$ cat src/rtl/al_buckeye_readback_pkg.sv
// Constants and state encoding shared by the Buckeye chain controllers.
package al_buckeye_readback_pkg;

    localparam int CHAIN_BITS    = 288;
    localparam int BKY_PER_CHAIN = 6;
    localparam int BITS_PER_BKY  = 48;
    localparam int SHCK_DIV      = 40;
    localparam int SETUP_CYCLES  = 8;
    localparam int WORD_BITS     = 16;

    typedef enum logic [2:0] {
        ST_IDLE  = 3'd0,
        ST_SETUP = 3'd1,
        ST_SHIFT = 3'd2,
        ST_STALL = 3'd3,
        ST_TAIL  = 3'd4,
        ST_FIN   = 3'd5
    } bky_state_t;

    // Index width that stays legal when the chain holds a single word.
    function automatic int idx_width(input int nwords);
        return (nwords > 1) ? $clog2(nwords) : 1;
    endfunction

endpackage

$ cat src/rtl/al_buckeye_readback_bky_shck_gen.sv
// Shift-clock generator: one bit per DIV-cycle period, low half then high half.
// The sample strobe fires two cycles before the rise so the registered data
// is already stable during the last low cycle.
module bky_shck_gen #(
    parameter int DIV = 40
) (
    input  logic clk,
    input  logic rst_n,
    input  logic run,
    input  logic stall,
    output logic shck,
    output logic sample_stb,
    output logic rise_stb,
    output logic period_end
);

    localparam int PW   = $clog2(DIV);
    localparam int HALF = DIV / 2;
    localparam logic [PW-1:0] PH_LOAD   = PW'(DIV - 1);
    localparam logic [PW-1:0] PH_SAMPLE = PW'(HALF + 1);
    localparam logic [PW-1:0] PH_RISE   = PW'(HALF);

    logic [PW-1:0] ph_q;
    logic [PW-1:0] ph_nxt;
    logic          adv;

    assign adv        = run && !stall;
    assign sample_stb = adv && (ph_q == PH_SAMPLE);
    assign rise_stb   = adv && (ph_q == PH_RISE);
    assign period_end = adv && (ph_q == '0);

    // Down-counter reloads at terminal count; parked at reload value when idle.
    always_comb begin
        ph_nxt = PH_LOAD;
        if (adv && (ph_q != '0))
            ph_nxt = ph_q - 1'b1;
    end

    // SHCK is registered from the next phase so it stays glitch-free.
    always_ff @(posedge clk or negedge rst_n) begin
        if (!rst_n) begin
            ph_q <= PH_LOAD;
            shck <= 1'b0;
        end else begin
            ph_q <= ph_nxt;
            shck <= adv && (ph_nxt < PH_RISE);
        end
    end

endmodule

$ cat src/rtl/al_buckeye_readback.sv
// Non-destructive Buckeye chain readback: clocks the chain once, recirculates
// every returned bit and hands the bits out as 16-bit words.
//
// state | meaning
// IDLE  | chain mux released, waiting for START
// SETUP | mux owned, SHCK low for SETUP_CYC cycles
// SHIFT | clocking bits, sampling SDATA_RTN
// STALL | word pending behind a full holding register, SHCK low
// TAIL  | all bits clocked, SHCK low, waiting for last ack
// FIN   | complete, DONE set, mux released
module al_buckeye_readback
    import al_buckeye_readback_pkg::*;
#(
    parameter  int NBITS     = CHAIN_BITS,
    parameter  int DIV       = SHCK_DIV,
    parameter  int SETUP_CYC = SETUP_CYCLES,
    localparam int NWORDS    = NBITS / WORD_BITS,
    localparam int IW        = idx_width(NWORDS)
) (
    input  logic          CLK40,
    input  logic          RST_N,
    input  logic          START,
    input  logic          CLR_DONE,
    input  logic          SDATA_RTN,
    input  logic          WORD_ACK,
    output logic          BKY_ENA,
    output logic          SHCK,
    output logic          SDATA,
    output logic [15:0]   WORD_DATA,
    output logic          WORD_VLD,
    output logic [IW-1:0] WORD_IDX,
    output logic          BUSY,
    output logic          DONE
);

    localparam int BW   = $clog2(NBITS + 1);
    localparam int TMAX = (SETUP_CYC > DIV / 2) ? SETUP_CYC : DIV / 2;
    localparam int TW   = $clog2(TMAX + 1);
    localparam logic [BW-1:0] BIT_LAST  = BW'(NBITS);
    localparam logic [TW-1:0] TMR_SETUP = TW'(SETUP_CYC - 1);
    localparam logic [TW-1:0] TMR_TAIL  = TW'(DIV / 2 - 1);

    bky_state_t    state_q, state_nxt;
    logic [TW-1:0] tmr_q;
    logic [BW-1:0] bit_cnt_q;
    logic [3:0]    wbit_q;
    logic [15:0]   sreg_q;
    logic          word_full_q;
    logic [IW-1:0] next_idx_q;
    logic          busy_q, done_q, vld_q, sdata_q;
    logic [15:0]   data_q;
    logic [IW-1:0] idx_q;
    logic          shck_w, sample_stb, rise_stb, period_end;
    logic          start_go, fin_go, busy_nxt;
    logic          can_take, word_done, all_bits;
    logic [15:0]   word_new;

    assign can_take  = !vld_q || WORD_ACK;
    assign word_new  = {sreg_q[14:0], SDATA_RTN};
    assign word_done = sample_stb && (wbit_q == 4'hF);
    assign all_bits  = (bit_cnt_q == BIT_LAST);

    assign BKY_ENA   = busy_q;
    assign BUSY      = busy_q;
    assign DONE      = done_q;
    assign SHCK      = shck_w;
    assign SDATA     = sdata_q;
    assign WORD_DATA = data_q;
    assign WORD_VLD  = vld_q;
    assign WORD_IDX  = idx_q;

    bky_shck_gen #(.DIV(DIV)) u_shck (
        .clk        (CLK40),
        .rst_n      (RST_N),
        .run        ((state_q == ST_SHIFT) || (state_q == ST_STALL)),
        .stall      (state_q == ST_STALL),
        .shck       (shck_w),
        .sample_stb (sample_stb),
        .rise_stb   (rise_stb),
        .period_end (period_end)
    );

    // State register.
    always_ff @(posedge CLK40 or negedge RST_N) begin
        if (!RST_N) state_q <= ST_IDLE;
        else        state_q <= state_nxt;
    end

    // Next-state decode; stalls and the tail are only entered at a period end.
    always_comb begin
        state_nxt = state_q;
        start_go  = 1'b0;
        fin_go    = 1'b0;
        case (state_q)
            ST_IDLE, ST_FIN: begin
                if (START) begin
                    state_nxt = ST_SETUP;
                    start_go  = 1'b1;
                end
            end
            ST_SETUP: if (tmr_q == '0) state_nxt = ST_SHIFT;
            ST_SHIFT: begin
                if (period_end) begin
                    if (word_full_q && !can_take) state_nxt = ST_STALL;
                    else if (all_bits)            state_nxt = ST_TAIL;
                end
            end
            ST_STALL: if (can_take) state_nxt = all_bits ? ST_TAIL : ST_SHIFT;
            ST_TAIL: begin
                if ((tmr_q == '0) && can_take) begin
                    state_nxt = ST_FIN;
                    fin_go    = 1'b1;
                end
            end
            default: state_nxt = ST_IDLE;
        endcase
        busy_nxt = (state_nxt != ST_IDLE) && (state_nxt != ST_FIN);
    end

    // Mux ownership/busy and the sticky done flag; START beats CLR_DONE.
    always_ff @(posedge CLK40 or negedge RST_N) begin
        if (!RST_N) begin
            busy_q <= 1'b0;
            done_q <= 1'b0;
        end else begin
            busy_q <= busy_nxt;
            if (fin_go)                   done_q <= 1'b1;
            else if (CLR_DONE || start_go) done_q <= 1'b0;
        end
    end

    // Setup/tail down-counter, loaded on state entry, held at terminal count.
    always_ff @(posedge CLK40 or negedge RST_N) begin
        if (!RST_N)
            tmr_q <= '0;
        else if (start_go)
            tmr_q <= TMR_SETUP;
        else if ((state_q != ST_TAIL) && (state_nxt == ST_TAIL))
            tmr_q <= TMR_TAIL;
        else if (tmr_q != '0)
            tmr_q <= tmr_q - 1'b1;
    end

    // Sampling, word packing and the holding register handshake.
    always_ff @(posedge CLK40 or negedge RST_N) begin
        if (!RST_N) begin
            bit_cnt_q   <= '0;
            wbit_q      <= '0;
            sreg_q      <= '0;
            word_full_q <= 1'b0;
            next_idx_q  <= '0;
            sdata_q     <= 1'b0;
            data_q      <= '0;
            idx_q       <= '0;
            vld_q       <= 1'b0;
        end else if (start_go) begin
            bit_cnt_q   <= '0;
            wbit_q      <= '0;
            sreg_q      <= '0;
            word_full_q <= 1'b0;
            next_idx_q  <= '0;
        end else begin
            if (rise_stb)
                bit_cnt_q <= bit_cnt_q + 1'b1;
            if (sample_stb) begin
                sdata_q <= SDATA_RTN;
                sreg_q  <= word_new;
                wbit_q  <= wbit_q + 1'b1;
            end
            if ((word_done || word_full_q) && can_take) begin
                data_q      <= word_done ? word_new : sreg_q;
                idx_q       <= next_idx_q;
                next_idx_q  <= next_idx_q + 1'b1;
                vld_q       <= 1'b1;
                word_full_q <= 1'b0;
            end else begin
                if (vld_q && WORD_ACK) vld_q <= 1'b0;
                if (word_done)         word_full_q <= 1'b1;
            end
        end
    end

endmodule

$ cat config.mk
export PLATFORM = sky130hd
export DESIGN_NAME = al_buckeye_readback
export DESIGN_NICKNAME = d
export VERILOG_FILES = /design/src/rtl/al_buckeye_readback_pkg.sv /design/src/rtl/al_buckeye_readback_bky_shck_gen.sv /design/src/rtl/al_buckeye_readback.sv
export SDC_FILE = /design/constraint.sdc
export NUM_CORES = 1
export LEC_CHECK = 0
export ABC_AREA = 0
export BUFFER_PORTS_ARGS = -buffer_cell sky130_fd_sc_hd__buf_2
export CAP_MARGIN = 20
export CORE_MARGIN = 2
export CORE_UTILIZATION = 35
export CTS_BUF_LIST = sky130_fd_sc_hd__clkbuf_8 sky130_fd_sc_hd__clkbuf_16
export DETAILED_ROUTE_END_ITERATION = 12
export PLACE_DENSITY = 0.51
export SKIP_LAST_GASP = 1
export SLEW_MARGIN = 20
export SYNTH_ARGS = -nofsm -noshare
export SYNTH_HDL_FRONTEND = slang
export SYNTH_SLANG_ARGS = --single-unit
$ cat constraint.sdc
create_clock -name CLK40 -period 3 [get_ports CLK40]
set_input_delay 0.3 -clock CLK40 [delete_from_list [all_inputs] [get_ports CLK40]]
set_output_delay 0.3 -clock CLK40 [all_outputs]
set_load 0.02 [all_outputs]
Word level (Yosys, flattened, before mapping)
Cells that the tools add are included.

storage, ports and cells
  bits of input ports = 6
  output and inout port bits = 27
  logic and storage cells = 104
  register bits after elaboration = 75

cells by class
  bitwise operators = 1
  add/sub/neg operators = 5
  multiplexer cells = 33
  equality and inequality tests = 12
  $lt $le $gt $ge = 1
  reduce and logical (&&, ||, !) cells = 37

operators by type and width
  operator                                                    count
  2-to-1 mux 16 bit                                           3
  2-to-1 mux 5 bit                                            5
  2-to-1 mux 3 bit                                            8
  2-to-1 mux 9 bit                                            2
  case mux 3 bit (5 select lines)                             1
  logical AND 1 bit                                           13
  == test 6 x 5 -> 1 bit, second input constant               2
  2-to-1 mux 1 bit                                            11
  nonzero test 2 bit                                          5
  adder 9 x 1 -> 9 bit, second input constant                 1
  == test 3 bit, second input constant                        3
  == test 9 bit, second input constant                        1
  nonzero test 3 bit                                          3
  2-to-1 mux 4 bit                                            2
  == test 3 x 2 -> 1 bit, second input constant               2
  logical NOT 6 bit                                           1
  less-than comparator 6 x 5 -> 1 bit, second input constant  1
  2-to-1 mux 6 bit                                            1
  inequality test 3 bit, second input constant                2
  AND reduction 2 bit                                         3
  nonzero test 6 bit                                          1
  subtractor 6 x 1 -> 6 bit, second input constant            1
  adder 5 x 1 -> 5 bit, second input constant                 1
  logical NOT 5 bit                                           1
  other kinds (10)                                            15

Logic depth before layout (Yosys ltp)
Gate-level depths: netlist of the first run.

  word-level depth = 11
  mapped depth = 10
  depth with buffers taken out = 8

Modules after synthesis
A second synthesis of the first run with hierarchy kept.

unflattened totals
  cells, all modules = 340
  area total of the unflattened synthesis = 3,634.7 µm²

by module, submodules not included
  module               times used  area an instance (µm²)  seq. area each (µm²)  cells an instance
  al_buckeye_readback  1           3,200.6                 1,701.6               294
  bky_shck_gen         1           434.2                   180.2                 46

Least setup slack after synthesis of the first run
Ideal clock, no wire load.

  path kind = reg-to-reg
  from = register u_shck.ph_q[0]
  to = register tmr_q[2]
  setup time = 0.154 ns
  buffers on the path = 0
  cell stages (with the launch flop) = 9
  period minus slack after synthesis = 2.289 ns
  required time = 2.846 ns
  path slack = 0.711 ns
  arrival = 2.134 ns
  cells stage by stage = dfstp_2 inv_1 ha_1 or4b_1 nor4_1 or3b_2 nand2_1 and3_1 o31ai_1

between the ends
  cells in the longest elaborated chain, start to end = 8
  elaborated cells between the ends (all ways) = 9
  those cells by class = 1 x eq/ne; 4 x mux; 4 x reduce/logical

RTL lines
  what                               line                                    RTL
  start, declared                    al_buckeye_readback_bky_shck_gen.sv:23  logic [PW-1:0] ph_q;
  start signal, assigned             al_buckeye_readback_bky_shck_gen.sv:45  ph_q <= ph_nxt;
  logical NOT 6 bit *                al_buckeye_readback_bky_shck_gen.sv:30  assign period_end = adv && (ph_q == '0);
  logical AND 1 bit *                al_buckeye_readback_bky_shck_gen.sv:30
  2-to-1 mux 3 bit *                 al_buckeye_readback.sv:103              if (period_end) begin
  case mux 3 bit (5 select lines) *  al_buckeye_readback.sv:94               case (state_q)
  named net state_nxt[2]             al_buckeye_readback.sv:43               bky_state_t state_q, state_nxt;
  == test 3 bit *                    al_buckeye_readback.sv:138              else if ((state_q != ST_TAIL) && (state_nxt == ST_TAIL))
  logical AND 1 bit *                al_buckeye_readback.sv:138
  2-to-1 mux 5 bit                   al_buckeye_readback.sv:138
  2-to-1 mux 5 bit                   al_buckeye_readback.sv:136              else if (start_go)
  end signal, assigned               al_buckeye_readback.sv:141              tmr_q <= tmr_q - 1'b1;
  end, declared                      al_buckeye_readback.sv:44               logic [TW-1:0] tmr_q;

Mark *: on every way through the listed nets, which the timed path passes. The rest lies on a longest branch.
A chain may end at the register's enable or synchronous reset.

Worst setup path in the final report of the first run
  from = register tmr_q[0]
  to = register tmr_q[2]

between the ends
  cells in the longest elaborated chain, start to end = 8
  elaborated cells between the ends (all ways) = 13
  those cells by class = 1 x add/sub; 1 x eq/ne; 6 x mux; 5 x reduce/logical

RTL lines
  what                             line                                                    RTL
  logical NOT 5 bit                al_buckeye_readback.sv:101, al_buckeye_readback.sv:110
  logical AND 1 bit                al_buckeye_readback.sv:110                              if ((tmr_q == '0) && can_take) begin
  2-to-1 mux 3 bit                 al_buckeye_readback.sv:110
  case mux 3 bit (5 select lines)  al_buckeye_readback.sv:94
  == test 3 bit                    al_buckeye_readback.sv:138
  logical AND 1 bit                al_buckeye_readback.sv:138
  2-to-1 mux 5 bit                 al_buckeye_readback.sv:138
  2-to-1 mux 5 bit                 al_buckeye_readback.sv:136

Parallel ways exist; a longest one is shown, timed or not. The select of a mux whose other input is x is not followed.

==> results of run 1 <==
cell families (layout without fill, tap and decap cells):
family / Yosys count / in the layout / synth area share (%)
compound gates: 58 / 58 / 10.6
buf+inv: 27 / 64 / 3.62
fa+ha+maj: 8 / 8 / 2.76
mux: 24 / 24 / 6.87
flops: 75 / 75 / 51.9
simple gates: 143 / 143 / 19.7
xor+xnor: 19 / 19 / 4.59
metrics by stage:
step,cells,instance area (µm²),setup slack [ns],total power (W)
detailed placement,512,3940,0.508,0.00155
global route,527,4150,0.271,0.00254
global placement,512,3940,0.524,0.00155
floorplan,354,3630,0.711,0.00143
CTS,527,4150,0.494,0.00242
finish,527,4150,0.494,0.00238
area by class of cell:
cell class                      instances  share of cell area [%]
Clock buffer                            9                    2.98
Clock inverter                          6                    2.17
Inverter                                9                   0.813
Multi-Input combinational cell        252                    39.0
Sequential cell                        75                    45.3
Tap cell                              136                    4.10
Timing Repair Buffer                   40                    5.66
power breakdown:
| group | internal, W | total, W | switching, W | leakage [nW] |
|---|---|---|---|---|
| Clock | 0.000467 | 0.000856 | 0.000389 | 0.106 |
| Combinational | 0.000146 | 0.000377 | 0.000231 | 0.849 |
| Sequential | 0.00107 | 0.00115 | 0.0000744 | 0.938 |
how the worst min path moves through the flow:
stage,depth (start not counted),to
after floorplan,0,BKY_ENA
after global placement,1,u_shck.ph_q[0]
after detailed placement,1,u_shck.ph_q[0]
after CTS,1,WORD_DATA[9]
after global routing,1,WORD_DATA[9]
final,1,WORD_DATA[12]
cell usage in the layout (no fill, tap or decap), types with 3 or more instances in the layout:
cell	instances
sky130_fd_sc_hd__nor3_1	3
sky130_fd_sc_hd__dfstp_2	4
sky130_fd_sc_hd__mux2i_1	17
sky130_fd_sc_hd__xor2_1	12
sky130_fd_sc_hd__nand2_1	50
sky130_fd_sc_hd__clkbuf_8	9
sky130_fd_sc_hd__o21ai_0	24
sky130_fd_sc_hd__ha_1	8
sky130_fd_sc_hd__dfrtp_1	71
sky130_fd_sc_hd__buf_2	31
sky130_fd_sc_hd__nand4_1	6
sky130_fd_sc_hd__and3_1	3
sky130_fd_sc_hd__a21oi_1	9
sky130_fd_sc_hd__xnor2_1	7
sky130_fd_sc_hd__nand3_1	10
sky130_fd_sc_hd__a21oi_2	15
sky130_fd_sc_hd__nor2_1	38
sky130_fd_sc_hd__inv_1	9
sky130_fd_sc_hd__nand3b_1	4
sky130_fd_sc_hd__nand2b_1	6
sky130_fd_sc_hd__mux2_2	7
sky130_fd_sc_hd__buf_4	8
sky130_fd_sc_hd__nor3b_1	3
flip-flops by register name (all words and copies together) (netlist names), 4 cells and up:
signal / flops
sreg_q: 16
tmr_q: 5
WORD_IDX: 5
wbit_q: 4
WORD_DATA: 16
next_idx_q: 5
bit_cnt_q: 9
u_shck.ph_q: 6
critical path, stage by stage (launching register included):
cell and delay, ns:
sky130_fd_sc_hd__dfrtp_1 0.38, sky130_fd_sc_hd__inv_1 0.11, sky130_fd_sc_hd__ha_1 0.19, sky130_fd_sc_hd__or4b_2 0.66, sky130_fd_sc_hd__o21ai_0 0.18, sky130_fd_sc_hd__a21oi_1 0.08, sky130_fd_sc_hd__a211oi_1 0.42, sky130_fd_sc_hd__and3_1 0.27
sky130_fd_sc_hd__o31ai_1 0.08
metal layers:
layer / wire length (µm) / up-vias / part of all wire, % / GRT usage, %
met3: 202 / 8 / 3.0 / 3.34
li1: - / 1275 / - / -
met5: 0 / - / 0 / 0
met2: 2970 / 33 / 45 / 20.2
met4: 99 / 0 / 1.5 / 5.36
met1: 3350 / 1172 / 51 / 17.7
==> results, run 1 <==
- Setup violations remaining at the end of the flow were counted as 0.
- The worst register-to-register path ends at tmr_q[2].
- The critical path required time is 3.22 ns.
- The total number of placement rows is 37.
- For this run, asynchronously set or reset flops after synthesis account for 100%.
- The count of different cell masters after synthesis is 47.
- The combined area of all synthesized cells is 0.00363 mm².
- The cell sitting at the root of the clock tree is a sky130_fd_sc_hd__clkbuf_8.
- The number of ports placed on the die boundary is 33.
- The first-pass GRT wire length is 11,700 µm.
- The cell leakage power is 1.89 nW.
- The floorplan die width is 106 µm.
- Yosys mapped a number of flops with a built-in enable equal to 0.
- The startpoint identified for the worst register-to-register timing path is tmr_q[0].
- On the final layout, the worst hold slack is 0.0817 ns.
- The routability congestion estimate is 0.794.
- The number of max-slew violations in the final report is 0.
- Global routing used 13.2% of the available tracks across all layers.
- The H-tree was split into 3 levels.
- The number of antenna cells inserted is 0.
- STA classifies the critical path startpoint as a register.
- The die covers 0.0112 mm².
- The most common cell in the synthesized netlist is sky130_fd_sc_hd__dfrtp_1.
- Dividing the detail-routed wire length by the instance count gives 12.6 µm.
- The multi-input combinational cells in the finished layout cover a total of 0.00162 mm².
- The DRC marker count from the first detailed-route iteration is 93.
- The clock-pin slew of the registers on the worst-case setup and hold paths is 0.08 ns.
- The number of buffers created by CTS is 9.
- The path class of the lowest-slack min-delay path is in -> async.
- The final route contains 2,488 vias.
- In the synthesized netlist, the number of instances is 354.
- The critical path is of the reg -> reg type.
- Once the clock tree was built, the resizer swapped 0 gates to a different size.
- The number of flip-flops and latches in the synthesized netlist is 75.
- The Yosys step of the flow raised 0 warnings.
- The sequential cell area fraction in the yosys report is 51.9%.
- The count of buffers added on input and output ports is 32.
- The count of final hold-check violations is 0.
- The number of antenna violations at the first check in global routing is 0.
- After detailed routing, the number of remaining DRC violations is 0.
- The maximum root-to-sink buffer count is 2.
- The summed negative setup slack over all endpoints is 0 ns.
- The dominant cell type by area after synthesis is sky130_fd_sc_hd__dfrtp_1.
- TritonCTS built the clock tree.
- The most critical setup path has its startpoint at tmr_q[0].
- The detail route stage leaves a number of antenna-violating nets equal to 0.
- After detailed routing, the number of vias per cell comes to 4.72.
- Setup repair after global routing left no endpoint under its margin.
- Measured in cells, the most critical reg-to-reg path has a length of 8.
- For the worst-skew pair, the clock arrives at the later sink with an insertion delay of 0.35 ns.
- The number of setup buffers added after CTS is 0.
- The average instance area after synthesis is 10.2 µm².
- The initial utilization of the core area, before any placement, comes to 35.6%.
- The commonest cells after synthesis are 71 x sky130_fd_sc_hd__dfrtp_1, 50 x sky130_fd_sc_hd__nand2_1, 38 x sky130_fd_sc_hd__nor2_1, 24 x sky130_fd_sc_hd__o21ai_0, 17 x sky130_fd_sc_hd__mux2i_1.
- The worst endpoint data arrival time is 2.73 ns.
- The worst-path maximum fanout is 4.
- In the post-synthesis netlist, the biggest area contributors are sky130_fd_sc_hd__dfrtp_1 49%, sky130_fd_sc_hd__nand2_1 5.2%, sky130_fd_sc_hd__mux2i_1 4.7%.
- Between clock sinks in the finished design, the worst skew comes to 0.0111 ns.
- The post-detailed-placement half-perimeter wirelength is 4490 µm.
- Among all flip-flop cells after synthesis, the most frequent one is sky130_fd_sc_hd__dfrtp_1.
- Counting every net in the synthesized netlist gives 368.
- The via count of the first global-routing pass is 2,437.
- The maximum clock frequency is 0.399 GHz.
- The headroom to the max-slew limit is 38.0%.
- The sum of overflow across all layers after global routing is 0.
- The layout overhead on the synthesized area is 14.5%.
- For the pin with the worst max-slew slack, the measured transition is 0.930 ns.
- The hold-fix buffer count after cts is 0.
- The maximum number of pins on one net before global-route repair is 76.
- The power per unit of standard cell area is 573 mW/mm².
- The die is 106 µm tall.
- The run finished with clean final reports.
- The number of sinks handled by clock tree synthesis is 75.
- The kind of capture point of the worst setup path is a register.
- After filler insertion, the fill cell instance count of the layout stands at 1,020.
- Across the VDD grid, the largest voltage drop is 0.222 mV.
- The net total in the final layout is 401.
- The fraction of final layout cells sized beyond drive strength 1 is 22.5%.
- The setup slack on the worst flop-to-flop path is 0.49 ns.
- Following the worst setup path forward leads to its endpoint at tmr_q[2].
- The area share of the leading cell type in the synthesized netlist is 49.0%.
- The region available for standard cell placement spans 0.0102 mm².
- Summing all flip-flop and latch instances after layout gives 0.00188 mm².
- The max-cap violation count is 0.
- The minimum clock period is 2.51 ns.
- After layout, the worst path uses 83.5% of the clock period.
- Measured on the finished design, the core utilization comes to 40.8%.
- The number of search-and-repair iterations in the first detailed-routing pass is 4.
- The routed design has 6630 µm of wire.
Note: power is estimated with default switching activity, not from simulation.
==> inputs of run 2 (changes only) <==
clock period = 2.4 ns   (was 3 ns; I/O delays follow)
==> run 2 against run 1 <==
Net effect:
- sequential share of layout area is 1.1 points lower
- largest power group unchanged
- highest routed layer unchanged
- utilization is 1.0 points higher
- flip-flop and latch count stayed put
- worst setup slack worse by 0.34 ns
==> results, run 2 (synthesis results as in run 1) <==
- The number of antenna cells inserted is 0.
- The worst setup path is of the reg -> reg kind.
- The number of max-slew violations in the final report came to 0.
- The kind of capture point of the worst setup path is a register.
- The clock-pin slew of the registers on the worst-case setup and hold paths is 0.09 ns.
- Once the clock tree was built, the setup fixing pass inserted 0 buffers.
- The run finished with clean final reports.
- The number of search-and-repair iterations in the first detailed-routing pass is 4.
- Entering global routing, the biggest net connects 76 pins.
- The root buffer cell chosen for the clock tree is sky130_fd_sc_hd__clkbuf_8.
- In the final design database the tool counted 407 nets.
- The DRC marker count from the first detailed-route iteration is 97.
- Compared with the post-synthesis result, the final layout area differs by 17.3%.
- Leaving out fill and tap cells, the most frequent cells in the layout are 71 x sky130_fd_sc_hd__dfrtp_1, 50 x sky130_fd_sc_hd__nand2_1, 38 x sky130_fd_sc_hd__nor2_1.
- The count of buffers inserted at the top-level ports is 32.
- The sum of overflow across all layers after global routing is 0.
- In this run the worst hold path is classified as in -> async.
- In this run the remaining antenna-violating nets after routing total 0.
- The first-pass GRT wire length is 11,800 µm.
- Counting tap cells, the placed design contains a total of 518 instances.
- The final critical-path share of the clock period is 93.8%.
- The total number of vias is 2,547.
- The area enclosed by the die boundary is 0.0112 mm².
- Setup repair after global routing left no endpoint under its margin.
- The H-tree was split into 3 levels.
- At the pin with the least slew margin, the transition time is 0.954 ns.
- At the end of routability-driven placement, the weighted congestion stood at 0.757.
- The routed design has 6950 µm of wire.
- The worst setup path is launched from a register.
- The final non-filler cell total is 534.
- The critical path required time is 2.63 ns.
- For the worst flop-to-flop path, the logic depth is 8.
- The headroom to the max-slew limit is 36.4%.
- The highest ir drop seen on vdd is 0.513 mV.
- The summed negative setup slack over all endpoints is 0 ns.
- In the global route stage, overall resource usage came out at 13.4%.
- The capture point of the worst reg-to-reg path is tmr_q[2].
- In this run the horizontal extent of the chip is 106 µm.
- In this run the standard cell core region covers 0.0102 mm².
- The commonest non-fill, non-tap cell in the layout is sky130_fd_sc_hd__dfrtp_1.
- For this run, design rule violations remaining after detail routing come to 0.
- Detailed placement ended at an HPWL of 4550 µm.
- Using the TritonRoute via totals, the vias-per-cell ratio works out to 4.77.
- The tool flagged a number of max-cap violations equal to 0.
- The total setup violations reported at the end of the flow is 0.
- The later pin in the worst-skew pair is clocked with a latency of 0.36 ns.
- Between clock sinks in the finished design, the worst skew comes to 0.0123 ns.
- The minimum clock period is 2.25 ns.
- For the worst setup path, the data arrival time is 2.48 ns.
- The fraction of final layout cells sized beyond drive strength 1 is 24.6%.
- The maximum root-to-sink buffer count is 2.
- Along the worst path, the maximum fanout reaches 4.
- The number of antenna violations at the first check in global routing came to 0.
- The setup slack on the worst flop-to-flop path is 0.15 ns.
- The count of final hold-check violations is 0.
- Static timing analysis puts the maximum clock frequency at 0.444 GHz.
- The die extent in y is 106 µm.
- TritonCTS built the clock tree.
- The routed wirelength normalized by instance count is 13.0 µm.
- The startpoint of the most critical register-to-register path is u_shck.ph_q[0].
- The clock drives 75 sinks.
- 33 I/O pins were placed.
- In this run the power density over the cells is 732 mW/mm².
- The via count of the first global-routing pass was 2,419.
- The biggest cell delay along the critical path is 0.48 ns.
- Row generation in the floorplan step produced 37 rows.
- The slowest stage of the critical path belongs to the cell sky130_fd_sc_hd__or4b_4.
- For this design the static power due to leakage is 1.94 nW.
- The number of buffers created by CTS is 9.
- The initial utilization of the core area, before any placement, comes to 35.6%.
- The critical path goes through inv_1 -> ha_1 -> or4b_4 -> nor4_4 -> or3b_2 -> nand2_1 -> and3_1 -> o31ai_1.
## run 2: final cells by class
| type | instances | area (µm²) |
|---|---|---|
| Fill cell | 1026 | 5930 |
| Sequential cell | 75 | 1880 |
| Multi-Input combinational cell | 252 | 1640 |
| Timing Repair Buffer | 46 | 293 |
| Tap cell | 136 | 170 |
| Clock buffer | 10 | 138 |
| Clock inverter | 6 | 93.8 |
| Inverter | 9 | 33.8 |
## run 2: worst max-delay path by stage
stage	depth (start not counted)	slack, ns	endpoint	from
6_report	8	0.15	tmr_q[2]	u_shck.ph_q[0]
5_1_grt	8	0.02	tmr_q[2]	u_shck.ph_q[1]
4_1_cts	8	0.01	tmr_q[2]	u_shck.ph_q[0]
3_5_place_dp	8	0.03	tmr_q[2]	u_shck.ph_q[0]
3_3_place_gp	8	0.09	tmr_q[2]	u_shck.ph_q[0]
2_1_floorplan	8	0.11	tmr_q[2]	u_shck.ph_q[0]
## run 2: worst max-delay path, delay by kind of cell (launching register included)
family                   cells  cell delay (ns)
adder cells (fa/ha/maj)      1             0.15
buffers and inverters        1             0.05
AND/OR/NAND/NOR              5             1.47
flip-flops                   1             0.39
AO/OA/AOI/OAI                1             0.08
## run 2: stage by stage
step	util (%)	total power [W]	setup slack [ns]	cell area, µm²	hold WS [ns]
final	41.8	0.00311	0.150	4250	0.00547
after global placement	39.2	0.00199	0.0935	4000	0.449
after floorplan	-	0.00179	0.111	3630	-0.0556
after detailed placement	39.2	0.00199	0.0301	4000	0.458
after CTS	41.5	0.00315	0.0142	4230	0.0536
after global routing	41.8	0.00331	0.0210	4250	0.108
## run 2: layer usage
metal | up-vias | part of all wire [%] | track usage (%)
met1 | 1214 | 50 | 17.9
met3 | 11 | 3.7 | 4.08
met5 | - | 0 | 0
met4 | 0 | 1.6 | 5.26
li1 | 1288 | - | -
met2 | 34 | 44 | 20.4
## run 2: timing repair
| item | in CTS | in global routing |
|---|---|---|
| setup endpoints to repair | 0 | 9 |
| hold buffers | 0 | 0 |
| resized for setup | 0 | 5 |
## run 2: power breakdown
group          switching [W]  internal, W  leakage (nW)  total (W)
Sequential         0.0000552      0.00134         0.938    0.00140
Clock               0.000515     0.000625         0.114    0.00114
Combinational       0.000344     0.000231         0.891   0.000575
Total               0.000915      0.00220          1.94    0.00311
==> inputs of run 3 (changes only) <==
PLACE_DENSITY = 0.5   (was 0.51)
SETUP_SLACK_MARGIN = 0.3   (was not set)
==> run 3 against run 2 <==
Net effect:
- largest power group unchanged
- routed wire length rose by 11%
- utilization grew 5.0 points
- largest cell class unchanged
- highest routed layer unchanged
- cell area increased by 12%
- non-clock buffer count increased by 24
- critical path type unchanged
- sequential power about the same
==> results, run 3 (synthesis results as in run 1) <==
- The flow ran to the end, and the final reports show no timing, DRC or antenna violations.
- The net count of the finished layout is 431.
- The slowest stage of the critical path is the sky130_fd_sc_hd__dfstp_2 cell.
- In the routed layout, each cell is associated on average with a via count of 4.83.
- The number of max-slew violations in the final report is 0.
- Pin placement for this block handled 33 I/O pins.
- Dividing total power by cell area gives a power density of 718 mW/mm².
- In this run the tightest slew margin relative to its limit is 47.6%.
- The summed negative setup slack over all endpoints is 0 ns.
- The critical path required time is 2.67 ns.
- The highest metal layer with signal wires is met4.
- After detailed routing, the wire length on met1 is 3630 µm.
- The total setup violations reported at the end of the flow is 0.
- The count of final hold-check violations is 0.
- The tightest min-delay check is of the in -> reg type.
- After detailed routing, the average wire length per cell comes to 13.9 µm.
- At the pin with the least slew margin, the transition time is 0.784 ns.
- TritonCTS built the clock tree.
- Data arrives at the worst endpoint at 2.48 ns.
- The total number of placement rows is 37.
- The routability congestion estimate is 0.727.
- The final critical-path share of the clock period is 91.8%.
- Together, buffers and inverters on the worst path number 4.
- The remaining antenna violation count after routing is 0.
- Clock tree synthesis found a total of 75 sinks.
- The first routing iteration left 107 violations.
- In this run the number of H-tree levels came out at 3.
- The number of search-and-repair iterations in the first detailed-routing pass is 4.
- In this run the static leakage power is 2.12 nW.
- The first global-routing pass estimated 12,900 µm of wire.
- The top cell types in the final layout, fill and taps aside, are 71 x sky130_fd_sc_hd__dfrtp_1, 49 x sky130_fd_sc_hd__nand2_1, 31 x sky130_fd_sc_hd__buf_2.
- The most frequent cell on the critical path is sky130_fd_sc_hd__buf_6.
- The starting utilization of the core area is 35.6%.
- The overall fraction of global-route tracks in use is 14.4%.
- The core region is 0.0102 mm².
- In the routed design, unresolved DRC markers number 0.
- The path type of the worst setup path is reg -> reg.
- The total number of vias is 2,694.
- The clock-pin slew of the registers on the worst-case setup and hold paths is 0.09 ns.
- For the final database, setup skew stands at 0.0118 ns.
- The maximum root-to-sink buffer count is 2.
- The highest ir drop seen on vdd is 0.441 mV.
- The die is 106 µm tall.
- Summed over all nets, the half-perimeter wirelength after detailed placement is 4770 µm.
- In this run the worst path has a maximum fanout of 8.
- The area enclosed by the die boundary is 0.0112 mm².
- The commonest non-fill, non-tap cell in the layout is sky130_fd_sc_hd__dfrtp_1.
- Summed over all nets, wire length on met2 after detailed routing comes to 3790 µm.
- Measured along the x axis, the die boundary spans 106 µm.
- The via count of the first global-routing pass is 2,548.
- Traced cell by cell, the critical path runs through ha_4 -> inv_2 -> or4_4 -> a21o_4 -> nor2_8 -> buf_6 -> buf_6 -> buf_12 -> nor2_1 -> a21oi_2.
- 0 antenna diodes ended up in the layout.
- Wire segments on met3 add up to 197 µm in the final route.
- The sum of overflow across all layers after global routing is 0.
- The maximum clock frequency is 0.454 GHz.
- The number of antenna violations at the first check in global routing is 0.
- Setup repair after global routing could not meet its margin everywhere.
- The max-cap violation count is 0.
- The maximum number of pins on one net before global-route repair is 40.
- The count of buffers inserted at the top-level ports is 32.
- The total power is 0.00342 W.
- The clock tree root buffer cell is sky130_fd_sc_hd__clkbuf_8.
- The area growth from synthesis to layout is 31.3%.
- After layout, the minimum clock period comes to 2.20 ns.
- The worst setup path is launched from a register.
- The number of buffers created by CTS is 9.
- The clock insertion delay at the later pin of the skew report is 0.34 ns.
- In this design, the stage delay of the slowest critical-path cell is 0.58 ns.
- The kind of cell with the highest combined delay along the critical path is simple AND/OR/NAND/NOR gates.
- The wire length reported by the detailed router is 7730 µm.
- The kind of capture point of the worst setup path is a register.
- Hold is met by 0.163 ns.
- Cells with a size suffix above 1 make up 37.0% of the layout.
## run 3: changes by cell type in the layout (fill, tap and decap cells not counted), sizes merged
cell,change
dlygate4sd3,+1
clkbuf,+1
bufinv,+1
inv,-2
clkinv,+1
clkinvlp,-1
buf,+23
## run 3: metal layers
metal / GRT usage (%) / up-vias
met5: 0 / -
met1: 19.3 / 1308
li1: - / 1340
met4: 5.08 / 0
met2: 23.4 / 35
met3: 2.66 / 11
## run 3: final cells by class
type / instances / area (µm²)
Timing Repair Buffer: 70 / 583
Clock inverter: 5 / 108
Clock buffer: 11 / 151
Multi-Input combinational cell: 252 / 1830
Tap cell: 136 / 170
Fill cell: 959 / 5430
Inverter: 9 / 36.3
Sequential cell: 75 / 1880
## run 3: worst paths after layout
path                                 from              to  slack, ns  cells past startpoint
max in group asynchronous           RST_N  u_shck.ph_q[0]       1.34                      3
min reg2reg                u_shck.ph_q[0]  u_shck.ph_q[0]       0.48                      1
min                              CLR_DONE            DONE       0.16                      3
max reg2reg                u_shck.ph_q[0]   WORD_DATA[11]       0.20                     10
min in group asynchronous           RST_N    WORD_DATA[9]       0.41                      2
max                        u_shck.ph_q[0]   WORD_DATA[11]       0.20                     10
## run 3: power breakdown
group / switching [W] / internal (W) / total [W]
Clock: 0.000502 / 0.000754 / 0.00126
Combinational: 0.000416 / 0.000337 / 0.000753
Sequential: 0.0000652 / 0.00134 / 0.00141
## run 3: repair_timing
action                                  CTS  global route
endpoints found under the setup margin   31            34
gates cloned                              3             0
hold buffers                              1             0
pin swaps                                 6            12
buffers inserted                         12            11
resized for setup                        26            16
endpoints found under the hold margin    36             0
## run 3: stage by stage
stage	setup slack, ns	utilization (%)	instances	cell area [µm²]
6_report	0.198	46.7	558	4760
5_1_grt	0.105	46.7	558	4760
4_1_cts	0.185	45.3	547	4620
3_5_place_dp	0.101	39.8	515	4060
3_3_place_gp	0.112	39.8	515	4060
2_1_floorplan	0.173	-	354	3710
## run 3: tightest hold or removal path: cells and delay by family
| kind | cells | cell delay (ns) |
|---|---|---|
| and+or+nand+nor | 1 | 0.09 |
| buffers and inverters | 1 | 0.07 |
| AOI/OAI and AO/OA | 1 | 0.06 |
